File: src/rtl/multiplier_operator_if.sv
// Operand/result bundle between the bus wrapper (master) and the multiplier (slave).
interface multiplier_operator_if;
  logic         op_start;
  logic         op_clear;
  logic [63:0]  multiplicand;
  logic [63:0]  multiplier;
  logic [127:0] result;
  logic [1:0]   state;

  modport master (
    output op_start, op_clear, multiplicand, multiplier,
    input  result, state
  );

  modport slave (
    input  op_start, op_clear, multiplicand, multiplier,
    output result, state
  );
endinterface

File: src/rtl/multiplier_operator.sv
// Sequential 64x64 signed multiplier, radix-4 Booth, one triplet per clock (32 cycles).
module multiplier_operator (
  input  logic                 clk,
  input  logic                 reset_n,
  multiplier_operator_if.slave bus
);

  // state | meaning
  // IDLE  | waiting for op_start, result = 0
  // EXEC  | 32 Booth iterations in progress, result = 0
  // DONE  | product on result, held until op_clear
  typedef enum logic [1:0] {
    IDLE = 2'b00,
    EXEC = 2'b01,
    DONE = 2'b10
  } state_t;

  state_t       state_q;
  state_t       state_d;
  logic [63:0]  a_reg;
  logic [65:0]  upper;
  logic [63:0]  lower;
  logic         b_m1;
  logic [4:0]   cnt;

  logic [65:0]  a_ext;
  logic [65:0]  a_x2;
  logic [65:0]  addend;
  logic [65:0]  sum;
  logic [65:0]  upper_nxt;
  logic [63:0]  lower_nxt;

  assign a_ext = {{2{a_reg[63]}}, a_reg};
  assign a_x2  = {a_reg[63], a_reg, 1'b0};

  always_comb begin
    addend = '0;
    case ({lower[1], lower[0], b_m1})
      3'b001, 3'b010: addend = a_ext;
      3'b011:         addend = a_x2;
      3'b100:         addend = -a_x2;
      3'b101, 3'b110: addend = -a_ext;
      default:        addend = '0;
    endcase
  end

  // Add into the upper half, then arithmetic-shift {upper, lower, b_m1} right by 2.
  assign sum       = upper + addend;
  assign upper_nxt = {{2{sum[65]}}, sum[65:2]};
  assign lower_nxt = {sum[1:0], lower[63:2]};

  always_ff @(posedge clk or negedge reset_n) begin
    if (!reset_n) state_q <= IDLE;
    else          state_q <= state_d;
  end

  always_comb begin
    state_d = state_q;
    if (bus.op_clear) begin
      state_d = IDLE;
    end else begin
      case (state_q)
        IDLE:    if (bus.op_start) state_d = EXEC;
        EXEC:    if (cnt == 5'd31) state_d = DONE;
        DONE:    state_d = DONE;
        default: state_d = IDLE;
      endcase
    end
  end

  always_ff @(posedge clk or negedge reset_n) begin
    if (!reset_n) begin
      a_reg      <= '0;
      upper      <= '0;
      lower      <= '0;
      b_m1       <= 1'b0;
      cnt        <= '0;
      bus.result <= '0;
    end else if (bus.op_clear) begin
      cnt        <= '0;
      bus.result <= '0;
    end else begin
      case (state_q)
        IDLE: begin
          if (bus.op_start) begin
            a_reg      <= bus.multiplicand;
            lower      <= bus.multiplier;
            upper      <= '0;
            b_m1       <= 1'b0;
            cnt        <= '0;
            bus.result <= '0;
          end
        end
        EXEC: begin
          upper <= upper_nxt;
          lower <= lower_nxt;
          b_m1  <= lower[1];
          cnt   <= cnt + 5'd1;
          // The full 130-bit register holds the exact product; its low 128 bits suffice.
          if (cnt == 5'd31) bus.result <= {sum[65:2], lower_nxt};
        end
        default: ;
      endcase
    end
  end

  assign bus.state = state_q;

endmodule

File: src/flat_wrapper.sv
// flat-port wrapper written by rule: the top's interface ports become plain ports
module multiplier_operator_flat 
  (clk, reset_n, bus_op_start, bus_op_clear, bus_multiplicand, bus_multiplier, bus_result, bus_state);
  multiplier_operator_if bus_i ();
  input  logic clk;
  input  logic reset_n;
  input wire logic [$bits(bus_i.op_start)-1:0] bus_op_start;
  input wire logic [$bits(bus_i.op_clear)-1:0] bus_op_clear;
  input wire logic [$bits(bus_i.multiplicand)-1:0] bus_multiplicand;
  input wire logic [$bits(bus_i.multiplier)-1:0] bus_multiplier;
  output wire logic [$bits(bus_i.result)-1:0] bus_result;
  output wire logic [$bits(bus_i.state)-1:0] bus_state;
  assign bus_i.op_start = bus_op_start;
  assign bus_i.op_clear = bus_op_clear;
  assign bus_i.multiplicand = bus_multiplicand;
  assign bus_i.multiplier = bus_multiplier;
  assign bus_result = bus_i.result;
  assign bus_state = bus_i.state;
  multiplier_operator u_core (.clk(clk), .reset_n(reset_n), .bus(bus_i));
endmodule
File: config.mk
export PLATFORM = sky130hd
export DESIGN_NAME = multiplier_operator_flat
export DESIGN_NICKNAME = d
export VERILOG_FILES = /design/src/rtl/multiplier_operator_if.sv /design/src/rtl/multiplier_operator.sv /design/src/flat_wrapper.sv
export SDC_FILE = /design/constraint.sdc
export NUM_CORES = 1
export LEC_CHECK = 0
export BUFFER_PORTS_ARGS = -buffer_cell sky130_fd_sc_hd__buf_4
export CAP_MARGIN = 10
export CORE_ASPECT_RATIO = 0.9
export CORE_MARGIN = 10
export CORE_UTILIZATION = 35
export DETAILED_ROUTE_END_ITERATION = 10
export PLACE_DENSITY = 0.59
export SYNTH_ARGS = -nofsm -noshare
export SYNTH_HDL_FRONTEND = slang
export SYNTH_SLANG_ARGS = --single-unit
File: constraint.sdc
create_clock -name clk -period 10.8 [get_ports clk]
set_input_delay 2.16 -clock clk [delete_from_list [all_inputs] [get_ports clk]]
set_output_delay 2.16 -clock clk [all_outputs]
set_load 0.01 [all_outputs]
# Yosys cells after proc, flatten, opt, wreduce, memory -nomap -nowiden

Index checks and enable logic that the tools add are counted.

Add/subtract/negate cells: 4
Eq/ne operators: 12
Multiplexer cells: 18
Bitwise operators: 1
Reductions and logical operators: 10

Operators with widths:

| kind                                                 | number |
|---|---|
| two-way mux 128 bit                                  | 3 |
| one-hot mux 66 bit (4 select lines)                  | 1 |
| one-hot mux 128 bit (2 select lines)                 | 1 |
| negation 66 bit                                      | 2 |
| one-hot mux 66 bit (2 select lines)                  | 1 |
| one-hot mux 64 bit (2 select lines)                  | 1 |
| adder 66 bit                                         | 1 |
| two-way mux 66 bit                                   | 1 |
| two-way mux 64 bit                                   | 1 |
| two-way mux 5 bit                                    | 2 |
| one-hot mux 5 bit (2 select lines)                   | 1 |
| equality test 3 bit (second input constant)          | 3 |
| AND reduction 3 bit                                  | 3 |
| equality test 3 x 2 -> 1 bit (second input constant) | 2 |
| two-way mux 2 bit                                    | 3 |
| one-hot mux 2 bit (3 select lines)                   | 1 |
| adder 5 x 1 -> 5 bit (second input constant)         | 1 |
| equality test 5 bit (second input constant)          | 1 |
| AND reduction 2 bit                                  | 2 |
| OR reduction 2 bit                                   | 2 |
| equality test 3 x 1 -> 1 bit (second input constant) | 1 |
| != test 3 x 2 -> 1 bit (second input constant)       | 1 |
| != test 3 bit (second input constant)                | 1 |
| nonzero test 3 bit                                   | 1 |
| 8 further kinds                                      | 8 |

Flip-flop bits (word level): 330
Input bits: 132
Output and inout port bits: 130
Logic and storage cells: 52

# Depth between registers and ports, before layout

Gate-level depths: netlist of run 1.

Depth in word-level cells: 7
Mapped depth: 23
Gate-level depth less buffers: 21

# Worst setup path before layout of run 1

Ideal clock, no wire load.

Kind: reg2reg
Start: register u_core.a_reg[0]
End: register u_core.bus.result[122]
Library setup time: 0.121 ns
Data arrival time: 4.871 ns
Data required time: 10.679 ns
Path slack: 5.808 ns
Stages on the path, launching flop included: 23
Buffers on the path: 2
Clock period less this slack: 4.992 ns
Cell sequence: dfrtp_1 > inv_1 > ha_1 > nor4b_2 > nand2b_1 > or4_1 > clkbuf_1 > nor3_1 > a21oi_1 > or3_1 > a22o_1 > a21oi_1 > ha_1 > clkbuf_1 > nand4_1 > or3_1 > a2111oi_0 > nand2_1 > a21oi_1 > o31ai_1 > o31ai_1 > xor2_1 > a22o_1

Word-level cells in the longest chain between the ends: 6
Elaborated cells on any way between the ends: 7
Those cells by class: add/sub: 3; mux: 4

Ends and longest elaborated chain:

| item                                      | line                                                 | RTL |
|---|---|---|
| from (decl)                               | multiplier_operator.sv:20                            | `logic [63:0] a_reg;` |
| from (signal assigned)                    | multiplier_operator.sv:86                            | `a_reg <= bus.multiplicand;` |
| negation 66 bit, on equally long branches | multiplier_operator.sv:42, multiplier_operator.sv:41 |  |
| one-hot mux 66 bit (4 select lines) *     | multiplier_operator.sv:38                            | `case ({lower[1], lower[0], b_m1})` |
| adder 66 bit *                            | multiplier_operator.sv:48                            | `assign sum = upper + addend;` |
| two-way mux 128 bit *                     | multiplier_operator.sv:100                           | `if (cnt == 5'd31) bus.result <= {sum[65:2], lower_nxt};` |
| one-hot mux 128 bit (2 select lines) *    | multiplier_operator.sv:83                            | `case (state_q)` |
| two-way mux 128 bit *                     | multiplier_operator.sv:79                            | `end else if (bus.op_clear) begin` |
| to (signal assigned)                      | multiplier_operator.sv:100                           |  |
| to (decl)                                 | multiplier_operator_if.sv:17                         | `output result, state` |

Mark *: on every way between the ends. The rest lies on a longest branch, timed or not. The select of a mux whose other input is x is not followed.
A chain may end at the register's enable or synchronous reset.

# Worst setup path in the final report of run 1

Start: register u_core.a_reg[6]
End: register u_core.bus.result[124]

The elaborated chain is that of the path after synthesis.

==> results of run 1 <==
==> where the power goes <==
part           switching (W)  internal (W)  leakage, nW
Sequential          0.000560       0.00163         4.31
Clock               0.000583      0.000780        0.639
Combinational        0.00287       0.00160         5.79
==> final cells by class <==
type	count	area (sq um)	share of cell area [%]
clock buffers	51	1101	4.497
clock inverters	18	220.2	0.8994
inverters	33	123.9	0.5059
multi-input cells	1808	11730	47.93
flip-flops and latches	328	8212	33.54
well taps	774	968.4	3.955
repair buffers	282	2125	8.677
==> final timing paths <==
check | from | to | cells past startpoint | slack [ns]
min in group asynchronous | reset_n | u_core.bus.result[88]$_DFFE_PN0P_ | 1 | 1.63
worst max-delay path | u_core.a_reg[6]$_DFFE_PN0P_ | u_core.bus.result[124]$_DFFE_PN0P_ | 16 | 4.34
max in group asynchronous | reset_n | u_core.lower[40]$_DFFE_PN0P_ | 3 | 7.31
worst max register to register | u_core.a_reg[6]$_DFFE_PN0P_ | u_core.bus.result[124]$_DFFE_PN0P_ | 16 | 4.34
worst min register to register | u_core.bus.result[94]$_DFFE_PN0P_ | u_core.bus.result[94]$_DFFE_PN0P_ | 2 | 0.48
worst min-delay path | u_core.bus.result[94]$_DFFE_PN0P_ | u_core.bus.result[94]$_DFFE_PN0P_ | 2 | 0.48
==> synth_stat cells (all sizes together) (3+ instances only) <==
master / number / area (sq um)
o221ai: 19 / 172.7
mux2: 69 / 777.0
nand2b: 16 / 100.1
o21a: 13 / 97.59
and3: 7 / 43.79
nand3b: 8 / 60.06
o22ai: 21 / 131.4
or4: 13 / 105.1
nor2: 121 / 459.2
ha: 71 / 888.4
mux2i: 91 / 910.9
nand3: 30 / 155.1
nand2: 385 / 1445
a22o: 92 / 805.8
xor2: 65 / 569.3
a32o: 6 / 60.06
o32ai: 5 / 43.79
buf: 20 / 96.34
clkbuf: 169 / 634.4
a211o: 3 / 26.28
a22oi: 23 / 172.7
a21oi: 131 / 655.6
or2: 9 / 56.31
o31ai: 16 / 120.1
a211oi: 14 / 105.1
dfrtp: 328 / 8208
xnor2: 63 / 551.8
nor4: 24 / 196.4
o211ai: 8 / 60.06
nor3: 34 / 180.2
a21o: 22 / 165.2
or3: 21 / 136.4
inv: 31 / 116.4
a21boi: 13 / 97.60
o21ai: 267 / 1344
nor2b: 7 / 43.79
o21bai: 14 / 105.1
and2: 9 / 56.31
nand4: 25 / 156.4
a31oi: 20 / 125.1
o22a: 3 / 26.28
a221oi: 16 / 140.1
o2111ai: 6 / 52.55
==> layout by cell type (no fill, tap or decap), types with 18 or more instances in the layout <==
cell type | synthesis | layout
sky130_fd_sc_hd__ha_1 | 71 | 70
sky130_fd_sc_hd__xnor2_1 | 63 | 62
sky130_fd_sc_hd__nand3_1 | 29 | 29
sky130_fd_sc_hd__a22oi_1 | 23 | 23
sky130_fd_sc_hd__or3_1 | 20 | 20
sky130_fd_sc_hd__nor2_1 | 119 | 116
sky130_fd_sc_hd__a31oi_1 | 20 | 20
sky130_fd_sc_hd__nand2_1 | 385 | 385
sky130_fd_sc_hd__nor3_1 | 32 | 32
sky130_fd_sc_hd__a21o_1 | 22 | 22
sky130_fd_sc_hd__o21ai_0 | 259 | 259
sky130_fd_sc_hd__xor2_1 | 65 | 65
sky130_fd_sc_hd__a21oi_1 | 131 | 131
sky130_fd_sc_hd__inv_1 | 31 | 31
sky130_fd_sc_hd__mux2i_1 | 91 | 91
sky130_fd_sc_hd__mux2_2 | 69 | 69
sky130_fd_sc_hd__clkbuf_16 | 0 | 39
sky130_fd_sc_hd__dfrtp_1 | 328 | 325
sky130_fd_sc_hd__a22o_1 | 92 | 92
sky130_fd_sc_hd__o22ai_1 | 21 | 21
sky130_fd_sc_hd__nor4_1 | 18 | 18
sky130_fd_sc_hd__o221ai_1 | 18 | 18
sky130_fd_sc_hd__buf_4 | 0 | 281
sky130_fd_sc_hd__nand4_1 | 25 | 25
==> worst register-to-register path: stages, from the launching register on <==
cell	delay, ns
sky130_fd_sc_hd__dfrtp_1	0.49
sky130_fd_sc_hd__nor4_2	0.45
sky130_fd_sc_hd__nand4_1	0.44
sky130_fd_sc_hd__or3_1	0.55
sky130_fd_sc_hd__or4_1	0.43
sky130_fd_sc_hd__or4_1	0.52
sky130_fd_sc_hd__a221oi_1	0.28
sky130_fd_sc_hd__nand2_1	0.20
sky130_fd_sc_hd__ha_1	0.39
sky130_fd_sc_hd__nand2_1	0.14
sky130_fd_sc_hd__nor2_1	0.35
sky130_fd_sc_hd__nand3_1	0.19
sky130_fd_sc_hd__o31ai_1	0.65
sky130_fd_sc_hd__a21oi_1	0.35
sky130_fd_sc_hd__o41ai_1	0.52
sky130_fd_sc_hd__xor2_1	0.18
sky130_fd_sc_hd__a22o_1	0.21
==> cell families (layout without fill, tap and decap cells) <==
group	count (synthesis)	in the layout
simple gates	717	717
xor+xnor	128	128
fa+ha+maj	72	72
compound gates	730	730
flops	328	328
buf+inv	222	384
mux	161	161
==> per-layer routing <==
layer | share of wire (%) | GRT usage (%) | up-vias
met4 | 2.4 | 5.665 | 0
li1 | - | - | 8787
met3 | 7.3 | 3.537 | 113
met2 | 44 | 30.59 | 717
met5 | 0 | 0 | -
met1 | 46 | 28.28 | 9275
==> stage by stage <==
stage / area (sq um) / worst slack, ns / hold WS (ns) / power (W)
final: 24480 / 4.343 / 0.4820 / 0.008023
after global routing: 24480 / 3.970 / 0.4974 / 0.008558
after CTS: 24480 / 4.530 / 0.4860 / 0.007973
after detailed placement: 23160 / 4.544 / 0.4723 / 0.006578
after global placement: 23160 / 4.615 / 0.4647 / 0.006523
after floorplan: 20750 / 5.808 / 0.4453 / 0.005063
==> results.md, run 1 <==
- The flow ran to the end, and the final reports show no timing, DRC or antenna violations.
- Using the TritonRoute via totals, the vias-per-cell ratio works out to 5.735.
- The type of element capturing the critical path is a flip-flop.
- Of the total synthesized cell area, the portion taken by full adders, half adders and majority gates is 4.379%.
- TritonCTS built the clock tree.
- The total routing usage reported by global routing is 19.93%.
- For the worst-skew pair, the clock arrives at the later sink with an insertion delay of 0.59 ns.
- The number of nets still failing antenna checks after routing is 0.
- The share of the Yosys chip area taken by registers is 39.56%.
- The count of instances resized after the clock tree is built is 0.
- The ratio of cells with drive above 1 in the final layout is 18.06%.
- The total grt overflow is 0.
- The max-slew headroom at the worst pin is 28.81%.
- The register with the most flip-flops is u_core.bus.result.
- The total number of nets in the final design is 2696.
- The launching element type of the critical path is a flip-flop.
- The antenna cell count is 0.
- The path type of the worst min-delay path is flip-flop to flip-flop.
- The level count of the clock H-tree is 2.
- The cell sitting at the root of the clock tree is a sky130_fd_sc_hd__clkbuf_16.
- Entering global routing, the biggest net connects 112 pins.
- In the routed design, unresolved DRC markers number 0.
- Summing the areas of all compound-gate instances in the mapped netlist gives 22.53% of the synthesized area.
- The final-report hold violation count was 0.
- The worst clock skew is 0.02529 ns.
- The effective utilization at floorplan is 35.44%.
- In this run, the number of DRC markers left after iteration 0 of detailed routing was 1566.
- The leakage component of the power is 10.74 nW.
- The number of standard cells in the layout, taps in and fillers out is 3294.
- The clock period minus worst slack is 6.457 ns.
- The synthesized instance count is 2358.
- The number of setup violations in the final report is 0.
- The number of post-CTS setup repair buffers is 0.
- The number of buffers created by CTS is 39.
- The register with the most flip-flops in the layout has 128 of them.
- The critical path is of the flip-flop to flip-flop type.
- The number of top-level pins is 262.
- For the pin with the worst max-slew slack, the measured transition is 1.068 ns.
- The total placed cells including tap cells is 3225.
- The number of placement rows is 84.
- After synthesis, the share of cell area in mux cells is 8.244%.
- The average routed wire per standard cell is 22.02 um.
- The buffer depth of the longest clock path is 3.
- Port buffering added 261 buffers.
- The xor/xnor cell area share of the yosys netlist is 5.404%.
- The via count is 18890.
- The maximum net fanout on the critical path is 11.
- The total power divided by cell area is 327.7 nW/um^2.
- On the worst path, the slowest cell contributes a delay of 0.65 ns.
- For this run, asynchronously set or reset flops after synthesis account for 100.0%.
- The number of filler cells placed in the layout is 5696.
- The dominant combinational cell family by area after synthesis is compound AO/OA/AOI/OAI gates.
- The initial antenna violation count came to 0.
- The via count of the first global-routing pass was 18200.
- Of the available clock period, the critical path in the final layout requires 59.79%.
- The number of warnings reported in the yosys synthesis log is 0.
- Summing the areas of all and, or, nand and nor instances in the mapped netlist gives 15.76% of the synthesized area.
- The area of the core region is 58540 sq um.
- The slowest stage of the critical path belongs to the cell sky130_fd_sc_hd__o31ai_1.
- The cell family contributing the most delay on the critical path is simple AND/OR/NAND/NOR gates.
- The first detailed-routing pass took 5 iterations.
- From synthesis to final layout, the design area changed by 18.01%.
- The upper clock frequency limit is 154.9 MHz.
- Cells fill 41.82% of the core in the end.
- The synthesized netlist occupies a cell area of 20750 sq um.
- The half-perimeter wire length after detailed placement is 52.66 mm.
- The die covers 69430 sq um.
- The prevailing post-synth register cell is sky130_fd_sc_hd__dfrtp_1.
- The hold buffer count at CTS is 0.
- Setup repair after global routing left no endpoint under its margin.
- The clock transition at the registers of the reported paths is 0.06 ns.
- Counting both buffers and inverters, the worst setup path holds a total of 0.
- The total negative setup slack is 0 ns.
- STA puts the critical path data required time at 11.27 ns.
- The critical path goes through nor4_2 -> nand4_1 -> or3_1 -> or4_1 -> or4_1 -> a221oi_1 -> nand2_1 -> ha_1 -> nand2_1 -> nor2_1 -> nand3_1 -> o31ai_1 -> a21oi_1 -> o41ai_1 -> xor2_1 -> a22o_1.
- The count of unique library cells instantiated by Yosys is 80.
- The post-detailed-routing wire length is 72.55 mm.
- The post-synthesis sequential element count is 328.
- The post-synthesis average cell area is 8.798 sq um.
- Yosys mapped a number of flops with a built-in enable equal to 0.
- Across the VDD grid, the largest voltage drop is 0.0001496 V.
- The floorplan step set the die height to 251.0 um.
- The number of nets in the synthesized netlist is 2562.
- The horizontal die dimension is 276.6 um.
- The count of final max-slew check failures is 0.
- The first global-routing pass estimated 111.4 mm of wire.
- The count of max-cap constraint violations is 0.
- The clock drives 328 sinks.
- The final weighted congestion in routability-driven placement is 0.9162.
- STA puts the critical path data arrival time at 6.93 ns.
No activity file was read; power rests on OpenSTA's default activity.
==> inputs of run 2 (changes only) <==
clock period = 6 ns   (was 10.8 ns; I/O delays follow)
==> run 2 against run 1 <==
Against the previous run: sequential power is 77% higher; routed wire length is 0.40% lower; clock-buffer cell count is 4 higher; critical endpoint is now u_core.upper[53]$_DFFE_PN0P_; worst setup slack worse by 4.0 ns.
==> results.md, run 2 (synthesis gave the netlist of run 1 again) <==
- The buffering stage count on the worst path with inverters included is 3 (+3).
- The number of flip-flops under the largest register name is 128 (unchanged).
- The clock tree from TritonCTS is built.
- The number of top-level pins came to 262 (unchanged).
- The max-slew headroom at the worst pin came to 29.16% (+0.36 points).
- The layout overhead on the synthesized area is 20.86%.
- The via count is 18810 (-0.43%).
- The upper clock frequency limit is 177.5 MHz (+15%).
- Walking the worst path, the cells encountered are inv_1 -> ha_1 -> nor4b_4 -> nand2b_1 -> buf_4 -> or3_1 -> or4_1 -> or4_1 -> a211o_1 -> ha_1 -> a211oi_1 -> o211ai_1 -> a21boi_0 -> o22ai_1 -> nor2_1 -> o21ai_0 -> buf_4 -> a21oi_1 -> xnor2_1 -> a22o_1.
- The number of buffers created by CTS is 40 (+2.6%).
- The number of violations reported at the end of detailed-routing iteration 0 is 1828 (+17%).
- The average routed wire per standard cell is 21.58 um (-2.0%).
- The horizontal die dimension came to 276.6 um (unchanged).
- The required time at the endpoint of the critical path was 6.47 ns (-4.80 ns).
- The clock transition at the registers of the reported paths is 0.06 ns (about the same).
- STA classifies the critical path endpoint as a flip-flop.
- STA classifies the critical path startpoint as a flip-flop.
- The final weighted congestion in routability-driven placement is 0.9402 (+2.6%).
- The transition time of the tightest slew-check pin is 1.063 ns (-0.005375 ns).
- The number of placement rows is 84 (unchanged).
- The maximum number of pins on one net before global-route repair is 119 (+6.3%).
- The first-pass GRT wire length is 111.8 mm (+0.43%).
- The final-report hold violation count came to 0 (unchanged).
- The total of buffers placed on input and output ports is 261 (unchanged).
- The number of setup violations in the final report is 0 (unchanged).
- The run finished with clean final reports.
- The post-detailed-routing wire length is 72.26 mm (-0.40%).
- The ratio of cells with drive above 1 in the final layout is 20.24% (+2.2 points).
- The area enclosed by the die boundary came to 69430 sq um (unchanged).
- The total routing usage reported by global routing is 19.97% (+0.036 points).
- The total grt overflow was 0 (unchanged).
- The delay of the slowest cell on the worst path is 0.49 ns (-0.16 ns).
- The number of vias per cell is 5.617 (-2.1%).
- The leading cell type in the layout, fill and taps excluded is sky130_fd_sc_hd__nand2_1.
- The half-perimeter wire length after detailed placement came to 53.55 mm (+1.7%).
- The final hold slack is 0.4823 ns (+0.0003310 ns).
- The area of placed instances is 23590 sq um (+1.8%).
- The worst clock skew came to 0.04230 ns (+0.01702 ns).
- The final critical-path share of the clock period is 93.92% (+34 points).
- The finished layout cell area came to 25070 sq um (+2.4%).
- The count of final max-slew check failures came to 0 (unchanged).
- The level count of the clock H-tree is 2 (unchanged).
- The via count of the first global-routing pass is 18450 (+1.4%).
- The total DRC errors in the routed layout is 0 (unchanged).
- The maximum net fanout on the critical path is 5 (-6).
- The clock period minus worst slack was 5.635 ns (-0.8217 ns).
- The die extent in y came to 251.0 um (unchanged).
- The buffer depth of the longest clock path is 3 (unchanged).
- The critical-path cell with the highest stage delay is sky130_fd_sc_hd__or4_1.
- The area of the core region was 58540 sq um (unchanged).
- The worst endpoint data arrival time is 6.10 ns (-0.83 ns).
- The buffer cell driving the clock tree root is sky130_fd_sc_hd__clkbuf_16.
- The initial antenna violation count came to 3 (+3).
- The clock insertion delay at the later pin of the skew report came to 0.61 ns (+0.02 ns).
- The total number of nets in the final design was 2747 (+1.9%).
- The number of nets still failing antenna checks after routing was 0 (unchanged).
- The first-pass iteration count of the detailed router came to 6 (+1).
- u_core.bus.result holds more flip-flops than any other register.
- The leakage component of the power is 11.03 nW (+2.8%).
- The count of max-cap constraint violations is 0 (unchanged).
- The effective utilization at floorplan came to 35.44% (unchanged).
- The largest voltage drop on the vdd net is 0.0002733 V (+83%).
- The class of the most critical setup path is flip-flop to flip-flop.
- The total power divided by cell area came to 586.8 nW/um^2 (+79%).
- The total clock sinks came to 328 (unchanged).
- The path type of the worst min-delay path is flip-flop to flip-flop.
- The top cell family by delay on the critical path is compound AO/OA/AOI/OAI gates.
- The number of filler cells placed in the layout is 5776 (+1.4%).
- Leaving out fill and tap cells, the most frequent cells in the layout are sky130_fd_sc_hd__nand2_1 (385), sky130_fd_sc_hd__buf_4 (326), sky130_fd_sc_hd__dfrtp_1 (325).
-- run 2: final cells by class --
| class | count | area (sq um) | share of cell area (%) |
|---|---|---|---|
| tap | 774 | 968.4 | 3.862 |
| antenna | 1 | 2.502 | 0.009980 |
| inverter | 33 | 123.9 | 0.4940 |
| timing repair buffer | 332 | 2562 | 10.22 |
| clock buffer | 55 | 1147 | 4.576 |
| clock inverter | 18 | 214.0 | 0.8533 |
| sequential | 328 | 8212 | 32.75 |
| multi-input combinational | 1808 | 11840 | 47.24 |
-- run 2: timing repair --
item	in CTS	in global routing
endpoints found under the hold margin	0	0
hold buffers	0	0
setup buffers	0	1
gates resized for setup	0	22
setup endpoints to repair	0	38
-- run 2: tightest hold or removal path, delay by kind of cell (launching register included) --
| kind | cells | cell delay (ns) |
|---|---|---|
| flip-flops | 1 | 0.34 |
| AO/OA/AOI/OAI | 1 | 0.06 |
| AND/OR/NAND/NOR | 1 | 0.05 |
-- run 2: path summary, 6_finish.rpt --
path                                                         from                                  to  slack, ns  cells after the start
worst min register to register  u_core.bus.result[74]$_DFFE_PN0P_   u_core.bus.result[74]$_DFFE_PN0P_       0.48                      2
worst min-delay path            u_core.bus.result[74]$_DFFE_PN0P_   u_core.bus.result[74]$_DFFE_PN0P_       0.48                      2
worst max-delay path                  u_core.a_reg[0]$_DFFE_PN0P_        u_core.upper[53]$_DFFE_PN0P_       0.36                     20
max in group asynchronous                                 reset_n         u_core.lower[0]$_DFFE_PN0P_       4.29                      2
min in group asynchronous                                 reset_n  u_core.bus.result[116]$_DFFE_PN0P_       0.58                      1
worst max register to register        u_core.a_reg[0]$_DFFE_PN0P_        u_core.upper[53]$_DFFE_PN0P_       0.36                     20
-- run 2: where the power goes --
| part | leakage [nW] | internal, W | switching [W] |
|---|---|---|---|
| clock | 0.668 | 0.00141 | 0.00106 |
| combinational | 6.06 | 0.00310 | 0.00526 |
| sequential | 4.31 | 0.00293 | 0.000942 |
| total | 11.0 | 0.00745 | 0.00727 |
-- run 2: per-layer routing --
layer  vias to the layer above  share of wire (%)  GRT usage [%]
met3                       107                7.0          4.202
met1                      9154                 46          27.76
met2                       646                 45          30.94
li1                       8899                  -              -
met5                         -              0.037              0
met4                         4                2.3          5.463
-- run 2: stage by stage --
step | total power [W] | setup slack, ns | setup TNS [ns] | util [%] | std cells
4_1_cts | 0.01462 | 0.1442 | 0 | 42.61 | 3347
6_report | 0.01471 | 0.3647 | 0 | 42.83 | 3349
3_3_place_gp | 0.01197 | 0.2959 | 0 | 40.29 | 3274
3_5_place_dp | 0.01208 | 0.1853 | 0 | 40.29 | 3274
5_1_grt | 0.01580 | -0.009378 | -0.009458 | 42.83 | 3349
2_1_floorplan | 0.009113 | 1.008 | 0 | - | 2358
